==> config.mk <==
export PLATFORM = sky130hd
export DESIGN_NAME = axi4_lite_cmd_master
export DESIGN_NICKNAME = d
export VERILOG_FILES = /design/src/rtl/axi4_lite_cmd_master.sv
export SDC_FILE = /design/constraint.sdc
export NUM_CORES = 1
export LEC_CHECK = 0
export ABC_AREA = 1
export CORE_MARGIN = 8
export CORE_UTILIZATION = 41
export CTS_CLUSTER_SIZE = 25
export DETAILED_ROUTE_END_ITERATION = 16
export PLACE_DENSITY = 0.8
export SYNTH_ARGS = -nofsm -noshare
export SYNTH_HDL_FRONTEND = slang
export SYNTH_SLANG_ARGS = --single-unit
export TNS_END_PERCENT = 30
==> constraint.sdc <==
create_clock -name clk -period 1.6 [get_ports clk]
set_input_delay 0.32 -clock clk [delete_from_list [all_inputs] [get_ports clk]]
set_output_delay 0.32 -clock clk [all_outputs]
set_load 0.02 [all_outputs]
==> src/rtl/axi4_lite_cmd_master.sv <==
// axi4_lite_cmd_master: turns a valid/ready command stream into single AXI4-Lite transactions.
// Optional watchdog: define AXI_TIMEOUT_EN (limit set by TIMEOUT_CYCLES).
module axi4_lite_cmd_master #(
    parameter int TIMEOUT_CYCLES = 1024
) (
    input  logic        clk,
    input  logic        rst,
    input  logic        cmd_valid,
    output logic        cmd_ready,
    input  logic        cmd_write,
    input  logic [31:0] cmd_addr,
    input  logic [31:0] cmd_wdata,
    input  logic [3:0]  cmd_wstrb,
    output logic        rsp_valid,
    input  logic        rsp_ready,
    output logic        rsp_write,
    output logic [31:0] rsp_rdata,
    output logic [1:0]  rsp_resp,
    output logic [31:0] awaddr,
    output logic [2:0]  awprot,
    output logic        awvalid,
    input  logic        awready,
    output logic [31:0] wdata,
    output logic [3:0]  wstrb,
    output logic        wvalid,
    input  logic        wready,
    input  logic [1:0]  bresp,
    input  logic        bvalid,
    output logic        bready,
    output logic [31:0] araddr,
    output logic [2:0]  arprot,
    output logic        arvalid,
    input  logic        arready,
    input  logic [31:0] rdata,
    input  logic [1:0]  rresp,
    input  logic        rvalid,
    output logic        rready,
    output logic        busy
);

    typedef enum logic [2:0] {
        IDLE,
        WR_AW_W,
        WR_B,
        RD_AR,
        RD_R,
        RSP
    } state_t;

    state_t state;
    logic   wr_q;
    logic   aw_pend;
    logic   w_pend;
    logic   tmo_hit;
    logic   tmo_fire;

    assign awprot    = 3'b000;
    assign arprot    = 3'b000;
    assign cmd_ready = rst && (state == IDLE);
    assign busy      = (state != IDLE);
    assign aw_pend   = awvalid && !awready;
    assign w_pend    = wvalid && !wready;

`ifdef AXI_TIMEOUT_EN
    logic [15:0] tmo_cnt;

    assign tmo_hit = (tmo_cnt == 16'(TIMEOUT_CYCLES - 1));

    always_ff @(posedge clk) begin
        if (!rst) begin
            tmo_cnt <= '0;
        end else if (cmd_valid && cmd_ready) begin
            tmo_cnt <= '0;
        end else if (state == WR_AW_W || state == WR_B ||
                     state == RD_AR || state == RD_R) begin
            tmo_cnt <= tmo_cnt + 16'd1;
        end
    end
`else
    logic unused_cfg;

    assign tmo_hit    = 1'b0;
    assign unused_cfg = (TIMEOUT_CYCLES != 0);
`endif

    // A handshake finishing on the limit edge wins over the watchdog.
    always_comb begin
        tmo_fire = 1'b0;
        unique case (state)
            WR_AW_W: tmo_fire = tmo_hit && (aw_pend || w_pend);
            WR_B:    tmo_fire = tmo_hit && !bvalid;
            RD_AR:   tmo_fire = tmo_hit && !arready;
            RD_R:    tmo_fire = tmo_hit && !rvalid;
            default: tmo_fire = 1'b0;
        endcase
    end

    always_ff @(posedge clk) begin
        if (!rst) begin
            state     <= IDLE;
            wr_q      <= 1'b0;
            awvalid   <= 1'b0;
            wvalid    <= 1'b0;
            bready    <= 1'b0;
            arvalid   <= 1'b0;
            rready    <= 1'b0;
            rsp_valid <= 1'b0;
            awaddr    <= '0;
            wdata     <= '0;
            wstrb     <= '0;
            araddr    <= '0;
            rsp_rdata <= '0;
            rsp_resp  <= '0;
            rsp_write <= 1'b0;
        end else if (tmo_fire) begin
            // Recovery path: drop every AXI handshake signal and report SLVERR.
            awvalid   <= 1'b0;
            wvalid    <= 1'b0;
            bready    <= 1'b0;
            arvalid   <= 1'b0;
            rready    <= 1'b0;
            rsp_valid <= 1'b1;
            rsp_resp  <= 2'b10;
            rsp_rdata <= '0;
            rsp_write <= wr_q;
            state     <= RSP;
        end else begin
            unique case (state)
                IDLE: begin
                    if (cmd_valid) begin
                        wr_q <= cmd_write;
                        if (cmd_write) begin
                            awaddr  <= cmd_addr;
                            wdata   <= cmd_wdata;
                            wstrb   <= cmd_wstrb;
                            awvalid <= 1'b1;
                            wvalid  <= 1'b1;
                            state   <= WR_AW_W;
                        end else begin
                            araddr  <= cmd_addr;
                            arvalid <= 1'b1;
                            state   <= RD_AR;
                        end
                    end
                end
                WR_AW_W: begin
                    if (!aw_pend && !w_pend) begin
                        awvalid <= 1'b0;
                        wvalid  <= 1'b0;
                        bready  <= 1'b1;
                        state   <= WR_B;
                    end else begin
                        if (awready) awvalid <= 1'b0;
                        if (wready)  wvalid  <= 1'b0;
                    end
                end
                WR_B: begin
                    if (bvalid) begin
                        bready    <= 1'b0;
                        rsp_valid <= 1'b1;
                        rsp_resp  <= bresp;
                        rsp_rdata <= '0;
                        rsp_write <= 1'b1;
                        state     <= RSP;
                    end
                end
                RD_AR: begin
                    if (arready) begin
                        arvalid <= 1'b0;
                        rready  <= 1'b1;
                        state   <= RD_R;
                    end
                end
                RD_R: begin
                    if (rvalid) begin
                        rready    <= 1'b0;
                        rsp_valid <= 1'b1;
                        rsp_resp  <= rresp;
                        rsp_rdata <= rdata;
                        rsp_write <= 1'b0;
                        state     <= RSP;
                    end
                end
                RSP: begin
                    if (rsp_ready) begin
                        rsp_valid <= 1'b0;
                        state     <= IDLE;
                    end
                end
                default: state <= IDLE;
            endcase
        end
    end

endmodule

---- Word level (Yosys, flattened, before mapping) ----
Index checks and enable logic that the tools add are counted.
word-level totals
  memories kept ........................... 0
  ROM bits ................................ 0
  output and inout port bits .............. 149
  register bits after elaboration ......... 144
  input bits .............................. 114
  RAM bits ................................ 0
  bits in latches ......................... 0
operators by class
  bitwise logic cells ..................... 1
  eq/ne operators ......................... 15
  div/mod/pow operators ................... 0
  $mul .................................... 0
  shift operators ......................... 0
  mux-type cells .......................... 37
  $lt $le $gt $ge ......................... 0
  $add $sub $neg .......................... 0
  reduce and logical (&&, ||, !) cells .... 26
operator list
  operator              count
  $mux W32              2
  $pmux W32 S2          1
  $mux W3               6
  $pmux W3 S6           1
  $mux W1               16
  $ne A2 B2 Y1 const B  8
  $reduce_and A4 Y1     4
  $reduce_and A3 Y1     5
  $pmux W1 S2           6
  $reduce_bool A2 Y1    5
  $eq A3 B2 Y1 const B  2
  $eq A3 B3 Y1 const B  2
  $mux W2               3
  $ne A3 B3 Y1 const B  2
  $reduce_and A6 Y1     1
  $reduce_bool A3 Y1    2
  $logic_and A1 B1 Y1   4
  $logic_not A1 Y1      4
  $pmux W2 S2           1
  $eq A3 B1 Y1 const B  1
  $logic_not A3 Y1      1
  $pmux W1 S3           1
  $not A1 Y1            1

---- Depth between registers and ports, before layout ----
  depth after elaboration ................. 6
  mapped depth ............................ 11

---- Least setup slack after synthesis ----
OpenSTA, ideal clock, no wires.
  path kind ............................... register -> register
  from .................................... register state[2]
  to ...................................... register awaddr[10]
  clock period less this slack ............ 1344 ps
  setup slack ............................. 256 ps
  buffers on the path ..................... 3
  arrival time ............................ 1227 ps
  stages on the path, launching flop included .. 10
  path through ............................ dfxtp_1 > buf_6 > nor2_8 > nand2_4 > inv_2 > nand3_2 > buf_6 > buf_6 > o21ai_1 > a21oi_1
on the way
  word-level cells in the longest chain between the ends .. 2
RTL lines
  what                                line  text
  start: declaration                  50    state_t state;
  start signal: assignment            100   state <= IDLE;
  start signal: assignment            126   state <= RSP;
  start signal: assignment            138   state <= WR_AW_W;
  $logic_not A3 Y1                    128   unique case (state)
  $reduce_and A3 Y1 (no source line)  -
  end signal: assignment              133   awaddr <= cmd_addr;
  end: declaration                    19    output logic [31:0] awaddr,
No other way between the ends.
A chain may end at the register's enable or synchronous reset.

---- Worst setup path in the final report ----
  from .................................... register state[2]
  to ...................................... output busy
on the way
  word-level cells in the longest chain between the ends .. 1
RTL lines
  what                line  text
  $reduce_bool A3 Y1  60    assign busy = (state != IDLE);
  end: declaration    38    output logic busy
No other way between the ends.

==> flow_summary_export.csv <==
group,metric,value,unit
global_route,grt_overflow,0,
timing,post-route-period-util,95.89,%
power,power_density,1477,nW/um^2
route,drtAntennaViolNets,0,
floorplanning,die_x,132.2,um
timing,finClkSkew,6.550,ps
critical_path,critPathKind,"reg -> out",
timing,period_needed,1534,ps
power,p_total,12.78,mW
final_layout,drive_gt1_share,8.333,%
critical_path,crit_fanout,4,
critical_path,cp_cell_sequence,"nor2_8 -> nand2_4 -> clkdlybuf4s15_2",
status,status,"finished clean",
final_layout,final-seq-area,2885,um^2
final_layout,insertedDiodeCount,0,
yosys,synth_most_common_cell,"dfxtp_1",
timing,tns,0,ps
floorplanning,core_area,13240,um^2
clock_network,cts_made_buffers,17,
power,sw_frac_of_total,35.96,%
critical_path,cp.depth,3,
hold_path,hold_path_depth,4,
clock_network,cts-htree-levels,4,
floorplanning,dieArea,17480,um^2
floorplanning,io_pins,263,
yosys,synthTopCellsByCount,"144 x dfxtp_1, 109 x a21oi_1, 82 x inv_1",
power,p_int,8.181,mW
timing,setup_viol,0,
yosys,syn_inst,690,
yosys,ys_top_cells_by_area,"dfxtp_1 52%, a21oi_1 9.9%, inv_1 5.6%, nor2_1 5.2%, o21ai_0 4.9%",
clock_network,cts_buffer_depth,2,
critical_path,cp_num_buf_inv,1,
placement,post-place-ws,-188.9,ps
route,num_vias,5436,
yosys,synth_async_sr_flop_share,0,%
yosys,ys_types,26,
placement,port_buffers,256,
power,p_clk_share,26.9,%
yosys,synth_area_per_cell,8.026,um^2
timing,hold_viol,0,
timing,fmax,651.8,MHz
critical_path,crit_path_end_kind,"output pin",
global_route,grtUsageTotal,20.02,%
final_layout,area_growth,56.19,%
floorplanning,die_h,132.2,um
power,irDropWorstVdd,0.7566,mV
route,drc,0,
placement,gp_congestion,0.7907,
yosys,synth_edf_count,0,
route,vias_per_cell,4.785,
power,pwr-share-seq,35.4,%
route,drt_iter0_drc,306,
final_layout,multi_input_area,1953,um^2
yosys,yosys_warnings,0,
critical_path,cp.arrival,1210,ps
final_layout,fin_nets,1063,
yosys,synth_top_area_share,52.06,%
timing,rsz0062_at_grt,"yes",
global_route,grt_max_degree,90,
yosys,ys_ff_latch,144,
floorplanning,std_cell_rows,42,
placement,dp_hpwl,13320,um
final_layout,num-fill-cells,1180,
yosys,ys_seq_area_share,52.06,%
clock_network,tritoncts,"yes",
clock_network,clock-root-buffer,"clkbuf_16",
critical_path,r2r_cells,8,
clock_network,clk-insertion-delay-late,410,ps
critical_path,crit_family,"flip-flops",
run,cap_violations,0,
floorplanning,start_util,41.82,%
route,wl,17920,um
power,p_leak,4.011,nW
route,wl_per_cell,15.77,um
timing,maxSlewViolCount,0,
critical_path,critPathSlowestCell,"dfxtp_2",
global_route,antenna_found_initial,1,
timing,layout_setup_ws,65.78,ps
hold_path,hold_class,"in -> reg",
power,p_switching,4.594,mW
clock_network,cts.sinks,144,
clock_network,cts_setup_buffers,0,
power,pwr-share-comb,37.7,%
critical_path,cpPeakStageDelay,350,ps
global_route,grt_pass1_wl,28100,um
clock_network,ctsHoldBuffers,0,
critical_path,required,1280,ps
clock_network,path_clk_slew,60,ps
critical_path,cp-start-kind,"register",
yosys,yosys.area.top_type,"dfxtp_1",
route,drtPass1Iterations,4,
global_route,grt_pass1_vias,5373,
yosys,synth_flop_cell,"dfxtp_1",
timing,whs,377.7,ps
yosys,netlist_area,5538,um^2
state kept, by name, indices dropped and copies added (netlist names), 2 cells and up:
| signal | flops |
|---|---|
| wstrb | 4 |
| araddr | 32 |
| state | 3 |
| rsp_resp | 2 |
| rsp_rdata | 32 |
| awaddr | 32 |
| wdata | 32 |
per-stage QoR:
step	instance area (um^2)	cells	utilization, %
floorplan	5557	695	-
global placement	8303	1106	62.70
detailed placement	8303	1106	62.70
CTS	8638	1136	65.23
global route	8650	1136	65.32
finish	8650	1136	65.32
metal layers:
| layer | global-route usage, % | part of all wire (%) | up-vias |
|---|---|---|---|
| li1 | - | - | 2737 |
| met1 | 21.56 | 40 | 2453 |
| met2 | 32.75 | 47 | 211 |
| met3 | 10.21 | 11 | 33 |
| met4 | 8.076 | 2.4 | 2 |
| met5 | 0 | 0.073 | - |
power groups by stage:
| stage | combinational, mW | sequential [mW] | clock (mW) |
|---|---|---|---|
| finish | 4.81 | 4.53 | 3.44 |
| global route | 5.27 | 4.60 | 3.67 |
| CTS | 4.86 | 4.53 | 3.50 |
| detailed placement | 5.24 | 4.62 | 0 |
| global placement | 5.16 | 4.59 | 0 |
| floorplan | 2.31 | 5.27 | 0 |
final timing paths:
| kind | slack [ps] | end | startpoint |
|---|---|---|---|
| worst max register to register | 100 | wstrb[3] | state[2] |
| worst min-delay path | 380 | wdata[5] | rst |
| worst max-delay path | 70 | busy | state[2] |
| worst min register to register | 440 | awaddr[3] | awaddr[3] |
layout make-up:
class | instances | area share (%)
Clock buffer | 24 | 5.453
Clock inverter | 6 | 0.4195
Inverter | 87 | 3.790
Multi-Input combinational cell | 409 | 22.58
Sequential cell | 144 | 33.36
Tap cell | 176 | 2.546
Timing Repair Buffer | 290 | 31.85
cell families after synthesis:
| kind of cell | after synthesis | synth area share [%] |
|---|---|---|
| AO/OA/AOI/OAI | 214 | 19.36 |
| flip-flops | 144 | 52.06 |
| other | 1 | 0.06772 |
| AND/OR/NAND/NOR | 189 | 15.25 |
| buffers and inverters | 142 | 13.26 |
cell usage in the layout, fill, tap and decap left out, types with 6 or more instances in the layout:
cell	Yosys	routed
o21ai_1	50	50
nor2_1	77	76
nand3_1	38	38
a21oi_1	109	108
clkdlybuf4s50_1	0	112
buf_4	8	24
conb_1	1	6
dlygate4sd2_1	0	141
o21ai_0	54	54
clkbuf_16	0	17
inv_1	82	82
dfxtp_1	144	142
nand2_1	62	62
buf_12	0	9
worst register-to-register path: cells and delay by family, from the launching register on:
kind,cells,cell delay (ps)
compound gates,2,240
buf+inv,3,460
flops,1,350
simple gates,3,340
what timing repair did:
| action | 4_1_cts | 5_1_grt |
|---|---|---|
| setup endpoints to repair | 143 | 28 |
| pin swaps | 0 | 0 |
| resized for setup | 148 | 8 |
No activity file was read; power rests on OpenSTA's default activity.
==> variant 1 (same flow settings) <==
The option `AXI_TIMEOUT_EN` is turned on by a define.
--- a/src/rtl/axi4_lite_cmd_master.sv
+++ b/src/rtl/axi4_lite_cmd_master.sv
@@ -1,5 +1,7 @@
 // axi4_lite_cmd_master: turns a valid/ready command stream into single AXI4-Lite transactions.
 // Optional watchdog: define AXI_TIMEOUT_EN (limit set by TIMEOUT_CYCLES).
+`define AXI_TIMEOUT_EN
+
 module axi4_lite_cmd_master #(
     parameter int TIMEOUT_CYCLES = 1024
 ) (
Behaviour: no difference found for any inputs over 4 cycles, from zero or initial values and one cycle with rst low; that may be too few to reach the edited logic, so the function may still have changed.
==> variant 1 against the original RTL <==
The flow now finishes with violations (negative setup slack). Non-clock buffer count up 54. Setup slack worse by 140 ps. Register-to-register slack worse by 170 ps. Cell area up 24%. Area after synthesis up 12%. Final cell count up 16%. Hold slack better by 79 ps. Power up 24%. Wire length up 40%. Count of clock-buffer cells in the layout down 4. Sequential cell count up 17. Critical path type is now register to register. Largest cell class is now buffers.
==> variant 1: results (changes against the original RTL) <==
| Metric | Value |
|---|---|
| Clock Skews | `8.76 ps (was 6.55 ps)` |
| Vias in the first global route | `6660 (was 5373)` |
| First-pass GRT wire length | `34.5 mm (was 28.1 mm)` |
| R2r endpoint | `tmo_cnt[1]$_SDFFE_PP0P_ (was wstrb[3]$_SDFFE_PN0P_)` |
| Top cells by count, synth | `nand2_1, dfxtp_1, a21oi_1 (was dfxtp_1, a21oi_1, inv_1)` |
| Count of non-filler cells in the finished layout | `1316 (was 1136)` |
| Antenna violations before repair | `0 (was 1)` |
| Synth Instances | `804 (was 690)` |
| Clock Pin Slew Worst Setup and Hold Paths | `60 ps (about the same)` |
| Post-placement setup slack | `-374 ps (was -189 ps)` |
| Iteration-0 DRC Markers | `427 (was 306)` |
| Clock latency at the later pin of the worst-skew pair | `430 ps (was 410 ps)` |
| Post-synth ARST share | `0% (unchanged)` |
| Routed wire length per instance | `19.1 microns (was 15.8 microns)` |
| Pin count of the biggest net entering global routing | `102 (was 90)` |
| HPWL Detailed | `14.8 mm (was 13.3 mm)` |
| Share of cells above drive strength 1 | `21.5% (was 8.33%)` |
| Number of CTS-inserted buffers | `17 (unchanged)` |
| P_leak | `0.00465 uW (was 0.00401 uW)` |
| Slowest cell on the critical path | `dfxtp_4 (was dfxtp_2)` |
| Worst-path fanout max | `6 (was 4)` |
| Overall global routing resource usage | `21.9% (was 20.0%)` |
| # fillers | `1074 (was 1180)` |
| CP endpoint kind | `register (was output pin)` |
| Peak VDD IR | `0.000880 V (was 0.000757 V)` |
| Crit path from | `state[2]$_SDFFE_PN0P_ (unchanged)` |
| YS warnings | `0 (unchanged)` |
| Final setup fails | `86 (was 0)` |
| Hold Path Class | `register to register (was input pin to register)` |
| Critical Path Max Stage Delay | `370 ps (was 350 ps)` |
| Failing checks | `negative setup slack` |
| Post-synthesis sequential area ratio | `51.8% (was 52.1%)` |
| Drt via density | `5.28 (was 4.79)` |
| Post-DP Area | `0.00932 sq mm (was 0.00830 sq mm)` |
| Final GP Congestion | `0.844 (was 0.791)` |
| First-pass DRT Iterations | `5 (was 4)` |
| Layout Nets | `1230 (was 1063)` |
| Top cells by area, synth | `dfxtp_1, nand2_1, a21oi_1 (was dfxtp_1, a21oi_1, inv_1)` |
| Status | `complete, but fails checks (was completed)` |
| R2r worst-path depth | `12 (was 8)` |
| Final setup margin | `-70.7 ps (was 65.8 ps)` |
[variant 1: cell types whose count changed after synthesis, sizes merged, moves of 5 or more]
cell | unedited run | this run
nand2 | 65 | 196
inv | 85 | 40
a22oi | 0 | 33
nand3 | 41 | 83
clkbuf | 16 | 23
a21oi | 109 | 127
buf | 39 | 34
dfxtp | 144 | 161
nor2 | 79 | 72
nand4 | 1 | 6
o21ai | 104 | 15
[variant 1: how the worst min path moves through the flow]
stage / from / end / slack (ps) / cells after the start
finish: awaddr[1]$_SDFFE_PN0P_ / awaddr[1]$_SDFFE_PN0P_ / 460 / 2
floorplan: rst / state[0]$_SDFFE_PN0P_ / 420 / 2
detailed placement: awaddr[0]$_SDFFE_PN0P_ / awaddr[0]$_SDFFE_PN0P_ / 450 / 2
global placement: awaddr[24]$_SDFFE_PN0P_ / awaddr[24]$_SDFFE_PN0P_ / 450 / 2
CTS: cmd_write / wdata[13]$_SDFFE_PN0P_ / 450 / 4
global route: cmd_wdata[26] / wdata[26]$_SDFFE_PN0P_ / 460 / 3
[variant 1: area by class of cell]
class | instances | area, sq um | area share (%)
repair buffers | 344 | 3460 | 32.1
flip-flops and latches | 161 | 3240 | 30.1
multi-input cells | 551 | 3090 | 28.7
clock buffers | 20 | 457 | 4.24
well taps | 188 | 235 | 2.19
inverters | 40 | 183 | 1.70
clock inverters | 12 | 108 | 1.00
[variant 1: what timing repair did]
item | in CTS | in global routing
pin swaps | 7 | 14
setup endpoints to repair | 290 | 163
gates resized for setup | 185 | 145
cloned | 4 | 10
buffers inserted | 11 | 6
[variant 1: power by group]
part	internal, uW	switching, uW
Clock	2220	1690
Combinational	3110	3860
Sequential	4600	366
[variant 1: layer usage]
| layer | part of all wire [%] | up-vias | track usage [%] |
|---|---|---|---|
| met4 | 2.8 | 0 | 7.86 |
| met3 | 10 | 53 | 10.6 |
| met5 | 0 | - | 0 |
| li1 | - | 3284 | - |
| met2 | 49 | 305 | 36.5 |
| met1 | 38 | 3312 | 23.8 |
[variant 1: metrics by stage]
step / hold slack [ps] / util [%] / TNS [ps]
global placement: 446 / 62.0 / -19150
finish: 456 / 71.6 / -2510
CTS: 448 / 66.7 / -1120
detailed placement: 452 / 62.0 / -25250
floorplan: 418 / - / 0
global route: 460 / 71.6 / -11580
[variant 1: logic make-up after synthesis]
logic type	synth area share, %
AND/OR/NAND/NOR	24.8
AO/OA/AOI/OAI	15.5
flip-flops	51.8
buffers and inverters	7.06
XOR/XNOR	0.563
adder cells (fa/ha/maj)	0.201
other	0.0603
[variant 1: worst max-delay path, delay by kind of cell, from the launching register on]
family / cells / cell delay [ps]
buffers and inverters: 7 / 730
AOI/OAI and AO/OA: 1 / 60
DFF: 1 / 370
and+or+nand+nor: 4 / 380
==> variant 2 (same flow settings) <==
Without the edit above. The 6 states of `state_t` get a one-hot encoding in 6 bits.
--- a/src/rtl/axi4_lite_cmd_master.sv
+++ b/src/rtl/axi4_lite_cmd_master.sv
@@ -38,13 +38,13 @@
     output logic        busy
 );
 
-    typedef enum logic [2:0] {
-        IDLE,
-        WR_AW_W,
-        WR_B,
-        RD_AR,
-        RD_R,
-        RSP
+    typedef enum logic [5:0] {
+        IDLE    = 6'b000001,
+        WR_AW_W = 6'b000010,
+        WR_B    = 6'b000100,
+        RD_AR   = 6'b001000,
+        RD_R    = 6'b010000,
+        RSP     = 6'b100000
     } state_t;
 
     state_t state;
Formal check against the unedited RTL: same outputs for any inputs over 4 cycles, from zero or initial values and one cycle with rst low; so few cycles prove little.
==> variant 2 against the original RTL <==
Sequential cell count grew 3. Count of clock-buffer cells in the layout fell by 2. Area after synthesis grew 4.1%. Cell area grew 6.4%. Synthesized cell count rose by 12%. Critical path depth rose by 6. Setup slack worse by 52 ps. Register-to-register slack worse by 90 ps. Wire length up 7.3%. Highest routed layer unchanged.
Power is not compared: it rests on default switching activity, and its combinational part moved more than twofold at a synthesized area within 25%.
==> variant 2: results (changes against the original RTL) <==
| Metric | Value |
|---|---|
| Status | `completed (unchanged)` |
| Non-CTS buffers | `301 (was 290)` |
| Register area | `0.00295 sq mm (was 0.00289 sq mm)` |
| # fillers | `1225 (was 1180)` |
| CP arrival | `1850 ps (was 1210 ps)` |
| GRT met2 Usage | `33.1% (was 32.7%)` |
| Syn avg cell area | `7.44 sq um (was 8.03 sq um)` |
| #MultiIn Comb | `516 (was 409)` |
| Met1 WL | `7.67 mm (was 7.11 mm)` |
| Buffer share of cell area | `31.4% (was 31.9%)` |
| Routed wire length per instance | `15.6 microns (was 15.8 microns)` |
| Post-placement setup slack | `-84.7 ps (was -189 ps)` |
| Met2 wire len | `8.88 mm (was 8.34 mm)` |
| Global Route met3 Usage | `10.5% (was 10.2%)` |
| Met3 WL | `2.40 mm (was 2.03 mm)` |
| Share of cells above drive strength 1 | `9.89% (was 8.33%)` |
| Clock Skews | `6.40 ps (was 6.55 ps)` |
| Reg2Reg Launch Point | `state[1]$_SDFFE_PN0P_ (was state[2]$_SDFFE_PN0P_)` |
| Total Routed Length | `19.2 mm (was 17.9 mm)` |
| Worst-path fanout max | `7 (was 4)` |
| Vias in the first global route | `5624 (was 5373)` |
| Hold Path Class | `register to register (was input pin to register)` |
| Top cells by count, synth | `nor2_1, dfxtp_1, o21ai_0 (was dfxtp_1, a21oi_1, inv_1)` |
| First-pass GRT wire length | `29.2 mm (was 28.1 mm)` |
| Top cells by area, synth | `dfxtp_1, nor2_1, o21ai_0 (was dfxtp_1, a21oi_1, inv_1)` |
| Non-Clock Inverter Count | `57 (was 87)` |
| Hold Crit Start | `rsp_rdata[4]$_SDFFE_PN0P_ (was rst)` |
| Post-synth cell types | `24 (was 26)` |
| Crit path from | `state[1]$_SDFFE_PN0P_ (was state[2]$_SDFFE_PN0P_)` |
| Overall global routing resource usage | `20.2% (was 20.0%)` |
| Fraction of area in multi-input gates | `25.5% (was 22.6%)` |
| CLK BUF | `22 (was 24)` |
==> variant 2: changes by cell type after synthesis, moves of 3 or more <==
cell	before	now
dfxtp_1	144	147
inv_1	82	53
nand4_1	1	38
nand2_1	62	58
o21ai_1	50	10
nor2_1	77	244
a21oi_1	109	42
clkbuf_1	16	29
buf_6	21	2
nand3_1	38	10
o21ai_0	54	93
buf_4	8	17
==> variant 2: cell families after synthesis <==
family / Yosys count / synth area share [%]
and+or+nand+nor: 361 / 26.6
AOI/OAI and AO/OA: 149 / 13.1
DFF: 147 / 51.0
buffers and inverters: 117 / 9.24
other: 1 / 0.0650
==> variant 2: worst paths after layout <==
kind,cells past startpoint,slack [ps],end
worst max-delay path,9,10,state[0]$_SDFFE_PN1P_
worst min-delay path,2,460,rsp_rdata[4]$_SDFFE_PN0P_
worst max register to register,9,10,state[0]$_SDFFE_PN1P_
worst min register to register,2,460,rsp_rdata[4]$_SDFFE_PN0P_
